File: config.mk
export PLATFORM = sky130hd
export DESIGN_NAME = gb_lcd_capture_flat
export DESIGN_NICKNAME = d
export VERILOG_FILES = /design/src/rtl/gb_lcd_capture_if.sv /design/src/rtl/gb_lcd_capture.sv /design/src/flat_wrapper.sv
export SDC_FILE = /design/constraint.sdc
export NUM_CORES = 1
export LEC_CHECK = 0
export BUFFER_PORTS_ARGS = -buffer_cell sky130_fd_sc_hd__buf_4
export CAP_MARGIN = 40
export CORE_UTILIZATION = 45
export DETAILED_ROUTE_END_ITERATION = 6
export PLACE_DENSITY = 0.73
export SYNTH_ARGS = -nofsm -noshare
export SYNTH_HDL_FRONTEND = slang
export SYNTH_SLANG_ARGS = --single-unit
File: constraint.sdc
create_clock -name clk -period 2.05 [get_ports clk]
set_clock_uncertainty 0.15 [all_clocks]
set_input_delay 0.205 -clock clk [delete_from_list [all_inputs] [get_ports clk]]
set_output_delay 0.205 -clock clk [all_outputs]
set_load 0.01 [all_outputs]
File: src/rtl/gb_lcd_capture_if.sv
// Framebuffer write port of the Game Boy LCD capture block.
// The capture side drives it (master); the framebuffer RAM consumes it (slave).
interface gb_lcd_capture_if;
    logic [14:0] wraddress;
    logic [1:0]  wdata;
    logic        wren;

    modport master (output wraddress, output wdata, output wren);
    modport slave  (input  wraddress, input  wdata, input  wren);
endinterface

File: src/rtl/gb_lcd_capture.sv
// Game Boy LCD capture: synchronizes the asynchronous LCD bus into pllclk,
// detects pixel/line/frame edges and writes pixels into a linear framebuffer,
// flagging frames that do not have exactly V_LINES lines of H_PIX pixels.
module gb_lcd_capture #(
    parameter int H_PIX       = 160,
    parameter int V_LINES     = 144,
    parameter int SYNC_STAGES = 2
) (
    input  logic              clk,
    input  logic              rst,
    input  logic              iclk,
    input  logic              ihsync,
    input  logic              ivsync,
    input  logic [1:0]        idata,
    gb_lcd_capture_if.master  fb,
    output logic              frame_done,
    output logic              frame_ok,
    output logic [7:0]        err_count
);

    localparam int CW   = $clog2(H_PIX + 1);
    localparam int RW   = $clog2(V_LINES + 1);
    localparam int WARM = SYNC_STAGES + 2;
    localparam int WW   = $clog2(WARM + 1);

    localparam logic [CW-1:0] COL_MAX   = CW'(H_PIX);
    localparam logic [RW-1:0] ROW_MAX   = RW'(V_LINES);
    localparam logic [14:0]   BASE_STEP = 15'(H_PIX);
    localparam logic [WW-1:0] WARM_DONE = WW'(WARM);

    typedef enum logic {
        WAIT_VSYNC,
        ACTIVE
    } state_t;

    logic [SYNC_STAGES-1:0]      clk_sync, hs_sync, vs_sync;
    logic [SYNC_STAGES-1:0][1:0] dat_sync;
    logic                        clk_d1, clk_d2, hs_d1, hs_d2, vs_d1, vs_d2;
    logic [1:0]                  dat_d1, pix_data;
    logic                        pix_ev, line_ev, frame_ev;
    logic [WW-1:0]               warm;

    state_t                      state;
    logic [CW-1:0]               col, col_after;
    logic [RW-1:0]               row;
    logic [14:0]                 base;
    logic                        frame_err;
    logic                        pix_fits;

    // Synchronizers, delayed copies and registered edge pulses. Edge output is
    // held off until the delayed copies have filled after reset, so a level
    // already high at reset release is not mistaken for a rising edge.
    always_ff @(posedge clk) begin
        if (rst) begin
            clk_sync <= '0;
            hs_sync  <= '0;
            vs_sync  <= '0;
            dat_sync <= '0;
            clk_d1   <= 1'b0;
            clk_d2   <= 1'b0;
            hs_d1    <= 1'b0;
            hs_d2    <= 1'b0;
            vs_d1    <= 1'b0;
            vs_d2    <= 1'b0;
            dat_d1   <= '0;
            pix_data <= '0;
            pix_ev   <= 1'b0;
            line_ev  <= 1'b0;
            frame_ev <= 1'b0;
            warm     <= '0;
        end else begin
            clk_sync <= {clk_sync[SYNC_STAGES-2:0], iclk};
            hs_sync  <= {hs_sync[SYNC_STAGES-2:0], ihsync};
            vs_sync  <= {vs_sync[SYNC_STAGES-2:0], ivsync};
            dat_sync <= {dat_sync[SYNC_STAGES-2:0], idata};
            clk_d1   <= clk_sync[SYNC_STAGES-1];
            clk_d2   <= clk_d1;
            hs_d1    <= hs_sync[SYNC_STAGES-1];
            hs_d2    <= hs_d1;
            vs_d1    <= vs_sync[SYNC_STAGES-1];
            vs_d2    <= vs_d1;
            dat_d1   <= dat_sync[SYNC_STAGES-1];
            pix_data <= dat_d1;
            if (warm != WARM_DONE) begin
                warm <= warm + WW'(1);
            end
            pix_ev   <= (warm == WARM_DONE) && clk_d1 && !clk_d2;
            line_ev  <= (warm == WARM_DONE) && hs_d1 && !hs_d2;
            frame_ev <= (warm == WARM_DONE) && vs_d1 && !vs_d2;
        end
    end

    // Column position after this cycle's pixel, so a same-cycle line strobe
    // length-checks the line including that pixel.
    always_comb begin
        pix_fits  = (col < COL_MAX) && (row < ROW_MAX);
        col_after = (pix_ev && pix_fits) ? col + CW'(1) : col;
    end

    // Capture FSM: frame framing, pixel writes, line stepping and frame status.
    always_ff @(posedge clk) begin
        if (rst) begin
            state        <= WAIT_VSYNC;
            fb.wren      <= 1'b0;
            fb.wraddress <= '0;
            fb.wdata     <= '0;
            frame_done   <= 1'b0;
            frame_ok     <= 1'b0;
            err_count    <= '0;
            col          <= '0;
            row          <= '0;
            base         <= '0;
            frame_err    <= 1'b0;
        end else begin
            fb.wren    <= 1'b0;
            frame_done <= 1'b0;
            case (state)
                WAIT_VSYNC: begin
                    if (frame_ev) begin
                        state     <= ACTIVE;
                        col       <= '0;
                        row       <= '0;
                        base      <= '0;
                        frame_err <= 1'b0;
                    end
                end
                ACTIVE: begin
                    if (frame_ev) begin
                        frame_done <= 1'b1;
                        if (row == ROW_MAX && col == '0 && !frame_err) begin
                            frame_ok <= 1'b1;
                        end else begin
                            frame_ok <= 1'b0;
                            if (err_count != '1) begin
                                err_count <= err_count + 8'd1;
                            end
                        end
                        col       <= '0;
                        row       <= '0;
                        base      <= '0;
                        frame_err <= 1'b0;
                    end else begin
                        if (pix_ev) begin
                            if (pix_fits) begin
                                fb.wren      <= 1'b1;
                                fb.wraddress <= base + 15'(col);
                                fb.wdata     <= pix_data;
                            end else begin
                                frame_err <= 1'b1;
                            end
                        end
                        if (line_ev) begin
                            if (col_after != COL_MAX) begin
                                frame_err <= 1'b1;
                            end
                            col <= '0;
                            if (row != ROW_MAX) begin
                                row  <= row + RW'(1);
                                base <= base + BASE_STEP;
                            end
                        end else begin
                            col <= col_after;
                        end
                    end
                end
                default: state <= WAIT_VSYNC;
            endcase
        end
    end

endmodule

File: src/flat_wrapper.sv
// flat-port wrapper written by rule: the top's interface ports become plain ports
module gb_lcd_capture_flat 
#(
    parameter int H_PIX       = 160,
    parameter int V_LINES     = 144,
    parameter int SYNC_STAGES = 2
)
  (clk, rst, iclk, ihsync, ivsync, idata, frame_done, frame_ok, err_count, fb_wraddress, fb_wdata, fb_wren);
  gb_lcd_capture_if fb_i ();
  input  logic clk;
  input  logic rst;
  input  logic iclk;
  input  logic ihsync;
  input  logic ivsync;
  input  logic [1:0] idata;
  output logic frame_done;
  output logic frame_ok;
  output logic [7:0] err_count;
  output wire logic [$bits(fb_i.wraddress)-1:0] fb_wraddress;
  output wire logic [$bits(fb_i.wdata)-1:0] fb_wdata;
  output wire logic [$bits(fb_i.wren)-1:0] fb_wren;
  assign fb_wraddress = fb_i.wraddress;
  assign fb_wdata = fb_i.wdata;
  assign fb_wren = fb_i.wren;
  gb_lcd_capture #(.H_PIX(H_PIX), .V_LINES(V_LINES), .SYNC_STAGES(SYNC_STAGES)) u_core (.clk(clk), .rst(rst), .iclk(iclk), .ihsync(ihsync), .ivsync(ivsync), .idata(idata), .fb(fb_i), .frame_done(frame_done), .frame_ok(frame_ok), .err_count(err_count));
endmodule
Word level (Yosys, flattened, before mapping)
Cells that the tools add are included.
{ "totals": {"register_bits": 87, "input_bits": 7, "out_inout_bits": 28, "word_cells": 95} }
{ "op_classes": {"magnitude_cmp": 2, "muxes": 25, "n_eq_ne": 9, "addsub": 6, "bitwise_logic": 4, "reduce_logical": 21} }
{ "ops": {"columns": ["op", "n"], "rows": [
  ["$mux 15", 4],
  ["$mux 8", 7],
  ["$pmux 8 s2", 2],
  ["$pmux 15 s2", 1],
  ["$add 8x1->8 const B", 3],
  ["$ne 8x8->1 const B", 3],
  ["$lt 8x8->1 const B", 2],
  ["$add 15x8->15", 1],
  ["$add 15x8->15 const B", 1],
  ["$logic_and 1x1->1", 10],
  ["$mux 1", 10],
  ["$eq 8x8->1 const B", 1],
  ["$logic_not 8->1", 1],
  ["$reduce_and 4->1", 2],
  ["$logic_not 1->1", 4],
  ["$not 1->1", 4],
  ["$reduce_or 4->1", 1],
  ["$add 3x1->3 const B", 1],
  ["$eq 3x3->1 const B", 1],
  ["$ne 3x1->1 const B", 1],
  ["$ne 3x2->1 const B", 1],
  ["$ne 3x3->1 const B", 1],
  ["$reduce_and 3->1", 1],
  ["$ne 2x1->1 const B", 1],
  ["other kinds (3)", 3]
]} }

Depth between registers and ports, before layout
{ "logic_depth": {"depth_word": 9, "depth_mapped": 8, "depth_no_buf": 7} }

Least setup slack after synthesis
No wires, ideal clock.
{ "synth_timing": {"path_kind": "register to register", "from": "register u_core.col[0]", "to": "register u_core.err_count[4]", "setup_time_ns": 0.070, "path_stages_with_launch": 9, "synth_period_minus_slack_ns": 1.916, "path_slack_ns": 0.134, "required_ns": 1.830, "path_buffers": 1, "arrival_ns": 1.695, "cell_sequence": "dfxtp_1 inv_1 ha_1 nor4b_1 nand4_1 nand3_2 buf_6 or4_1 a21oi_1"} }
{ "synth_via": {"elab_chain_cells": 5} }
{ "synth_lines": {"columns": ["item", "line_no", "source"], "rows": [
  ["start, declared", "gb_lcd_capture.sv:44", "logic [CW-1:0] col, col_after;"],
  ["start signal, assigned", "gb_lcd_capture.sv:162", "col <= col_after;"],
  ["$logic_not 8->1", "gb_lcd_capture.sv:130", "if (row == ROW_MAX && col == '0 && !frame_err) begin"],
  ["$logic_and 1x1->1 (2 in a row)", "gb_lcd_capture.sv:130", null],
  ["$not 1->1 (no line)", null, null],
  ["$reduce_and 4->1 (no line)", null, null],
  ["end signal, assigned", "gb_lcd_capture.sv:135", "err_count <= err_count + 8'd1;"],
  ["end, declared", "gb_lcd_capture.sv:18", "output logic [7:0] err_count"]
]} }
Every way passes these cells.
A chain may end at the register's enable or synchronous reset.

Worst setup path in the final report
{ "layout_timing": {"from": "register u_core.col[0]", "to": "register u_core.err_count[7]"} }
Same word-level chain as after synthesis.

==> flow_summary.ini <==
[status]
failed_checks = DRC
status = finished, violations left

[critical_path]
rr_worst_depth = 7
worst_path_largest_cell_delay_ps = 490
worst-endpoint-arrival_ps = 2090
path_cells = inv_1 > ha_1 > nor4b_1 > nand4_1 > nand3_4 > or4_1 > a21oi_1
timing.rr.end = u_core.err_count[7]$_SDFFE_PP0P_
cp.required_ps = 2200
critPathLaunchType = flip-flop
slowest_stage = or4_1
r2r_start = u_core.col[0]$_SDFFE_PP0N_
path_class = flip-flop to flip-flop
worstSetupEndpointType = flip-flop
r2r_slack_ps = 100
crit_path_start = u_core.col[0]$_SDFFE_PP0N_
crit_path_max_fanout = 9

[power]
p_leak_nw = 1.653
peakVddDrop_v = 0.0004881
power.switching_mw = 0.7280
pwr-share-comb_pct = 2.9
p_per_area_nw_per_um2 = 674.7
p_clk_share_pct = 40.4
switching_share_pct = 25.44
seqPwrFrac_pct = 56.7
p_int_mw = 2.134

[placed_design]
preCtsSetupSlack_ps = 107.5
dp.cells = 523
hpwl_mm = 4.903
io_buffers = 34
gp_congestion = 0.9347

[cells_and_area]
fin_cells = 544
layout_common_cells = dfxtp_1 (80), buf_4 (49), nand2_1 (39)
final_common_cell = dfxtp_1
final_nets = 455
diodes = 0
syn_to_final_growth_pct = 19.32
final_layout_size_suffix_gt1_share_pct = 19.23
fillers = 701

[logic_synthesis]
synthDominantCellAreaShare_pct = 46.18
syn_area_um2 = 3555
synth_cell_types = 52
syn_inst = 393
ys.flop_type = dfxtp_1
ys_seq_area_share_pct = 46.18
async_reset_ff_share_pct = 0
yosysWarnings = 0
syn_nets = 411
synth_area_per_cell_um2 = 9.045
yosysTopAreaCell = dfxtp_1
netlist_top_cells_area = dfxtp_1 (46%), xor2_1 (4.9%), nand2_1 (4.1%)
ys_seq_elements = 82
synth_edf_count = 0

[timing]
whs_ps = 136.2
finalMaxSlewViolations = 0
setup_viol = 0
finalCritPeriodShare_pct = 94.91
finalHoldViolations = 0
relSlewSlack_pct = 69.11
worst_pin_slew_ps = 460.5
grt_setup_unrepaired = true
fmax_ghz = 0.5140
min_period_ps = 1946
fin_ws_ps = 104.4

[route]
via_per_inst = 5.237
wl_mm = 7.030
postRouteAntennaNets = 0
drt-initial-drc-count = 133
vias = 2849
wl_per_cell_um = 12.92
drc = 1
dr.pass1.iters = 6

[global_routing]
grt_first_pass_wirelength_mm = 12.10
grtUsageTotal_pct = 18.14
grt_pass1_vias = 2630
grt.overflow.total = 0
grt_max_degree = 61
antenna_found_initial = 0

[die]
die_w_um = 90.88
io_pins = 35
die_area_um2 = 8258
core_area_um2 = 7687
die_y_um = 90.88
core.rowCount = 32
start_util_pct = 46.24

[hold_path]
hold_path_depth = 3
min_path_type = primary input to flip-flop
hold_end = u_core.fb.wraddress[2]$_SDFFE_PP0P_
hold_start = rst

[clock_tree]
path_clk_slew_ps = 100
htree_num_levels = 3
clkLatencyLatePin_ps = 360
cts_tree = yes
cts_num_sinks = 82
cts_buffers = 9
clock_path_buffers = 2
post_cts_buffers = 0
cts_root_buf = clkbuf_8

[run]
max_cap_violations = 0
-- stage by stage --
step / power (mW) / instance area (um^2) / TNS (ps) / utilization [%]
4_1_cts: 2.891 / 4227 / 0 / 54.98
6_report: 2.862 / 4242 / 0 / 55.18
2_1_floorplan: 1.711 / 3555 / 0 / -
3_5_place_dp: 1.737 / 3979 / 0 / 51.76
3_3_place_gp: 1.732 / 3979 / 0 / 51.76
5_1_grt: 2.976 / 4242 / -32.11 / 55.18
-- power by group through the flow --
stage               Sequential [mW]  Clock (mW)  Combinational [mW]
finish                         1.62        1.16              0.0825
detailed placement             1.66           0              0.0768
global route                   1.63        1.26              0.0941
floorplan                      1.66           0              0.0530
global placement               1.66           0              0.0736
CTS                            1.62        1.18              0.0843
-- final cells by class --
class,instances,area [um^2],area share [%]
Multi-Input combinational cell,277,1773,41.80
Sequential cell,82,1644,38.76
Timing Repair Buffer,56,457.9,10.80
Tap cell,102,127.6,3.009
Clock buffer,9,123.9,2.920
Clock inverter,7,73.82,1.740
Inverter,11,41.29,0.9735
-- layer usage --
layer | track usage, % | up-vias | share of wire, %
li1 | - | 1449 | -
met3 | 4.714 | 7 | 3.4
met2 | 30.43 | 54 | 47
met1 | 22.79 | 1339 | 49
met4 | 5.556 | 0 | 1.2
met5 | 0 | - | 0
-- worst max-delay path: cells and delay by family, from the launching register on --
kind,cells,cell delay [ps]
buffers and inverters,1,70
adder cells (fa/ha/maj),1,200
AND/OR/NAND/NOR,4,970
flip-flops,1,350
AO/OA/AOI/OAI,1,140
-- repair_timing --
item | in CTS | in global routing
endpoints found under the setup margin | 0 | 10
hold endpoints to repair | 5 | 0
resized for setup | 0 | 4
hold buffers | 5 | 0
-- synth_stat cells (2+ instances only) --
master and number:
xor2_1 20, nor2b_1 21, nor2_1 38, and3b_1 2, a31oi_1 3, a311oi_1 3
nand2b_1 3, nand3_1 16, nand4_1 6, a21oi_1 25, nand2_1 39, or2_2 4
o21ai_0 11, nor3_1 6, and4_1 2, xnor2_1 7, and3_1 5, o31ai_1 4
o2111ai_1 5, ha_1 11, mux2i_1 3, dfxtp_1 82, a21o_1 4, buf_2 7
a211oi_1 9, nor3b_1 3, inv_1 11, clkbuf_1 10, or3_1 5, buf_4 2
or4_1 4, buf_1 2
-- worst max path at each step --
stage / to / slack, ps / cells after the start
after floorplan: u_core.err_count[4]$_SDFFE_PP0P_ / 130 / 8
after global placement: u_core.err_count[5]$_SDFFE_PP0P_ / 150 / 7
after detailed placement: u_core.err_count[7]$_SDFFE_PP0P_ / 110 / 7
after CTS: u_core.err_count[7]$_SDFFE_PP0P_ / 60 / 7
after global routing: u_core.err_count[7]$_SDFFE_PP0P_ / -30 / 7
final: u_core.err_count[7]$_SDFFE_PP0P_ / 100 / 7
-- sequential cells by signal (all words and copies together), names as in the netlist, 3 cells and up --
signal / count
u_core.col: 8
u_core.dat_sync: 4
u_core.warm: 3
u_core.err_count: 8
u_core.fb.wraddress: 15
u_core.base: 10
u_core.row: 8
-- cells by family after synthesis --
family	after synthesis	share of synthesized area, %
multiplexers	3	0.8448
flip-flops	82	46.18
buffers and inverters	34	4.294
AND/OR/NAND/NOR	162	24.18
AO/OA/AOI/OAI	74	13.97
adder cells (fa/ha/maj)	11	3.872
XOR/XNOR	27	6.653
Power figures use the tool's default switching activity.
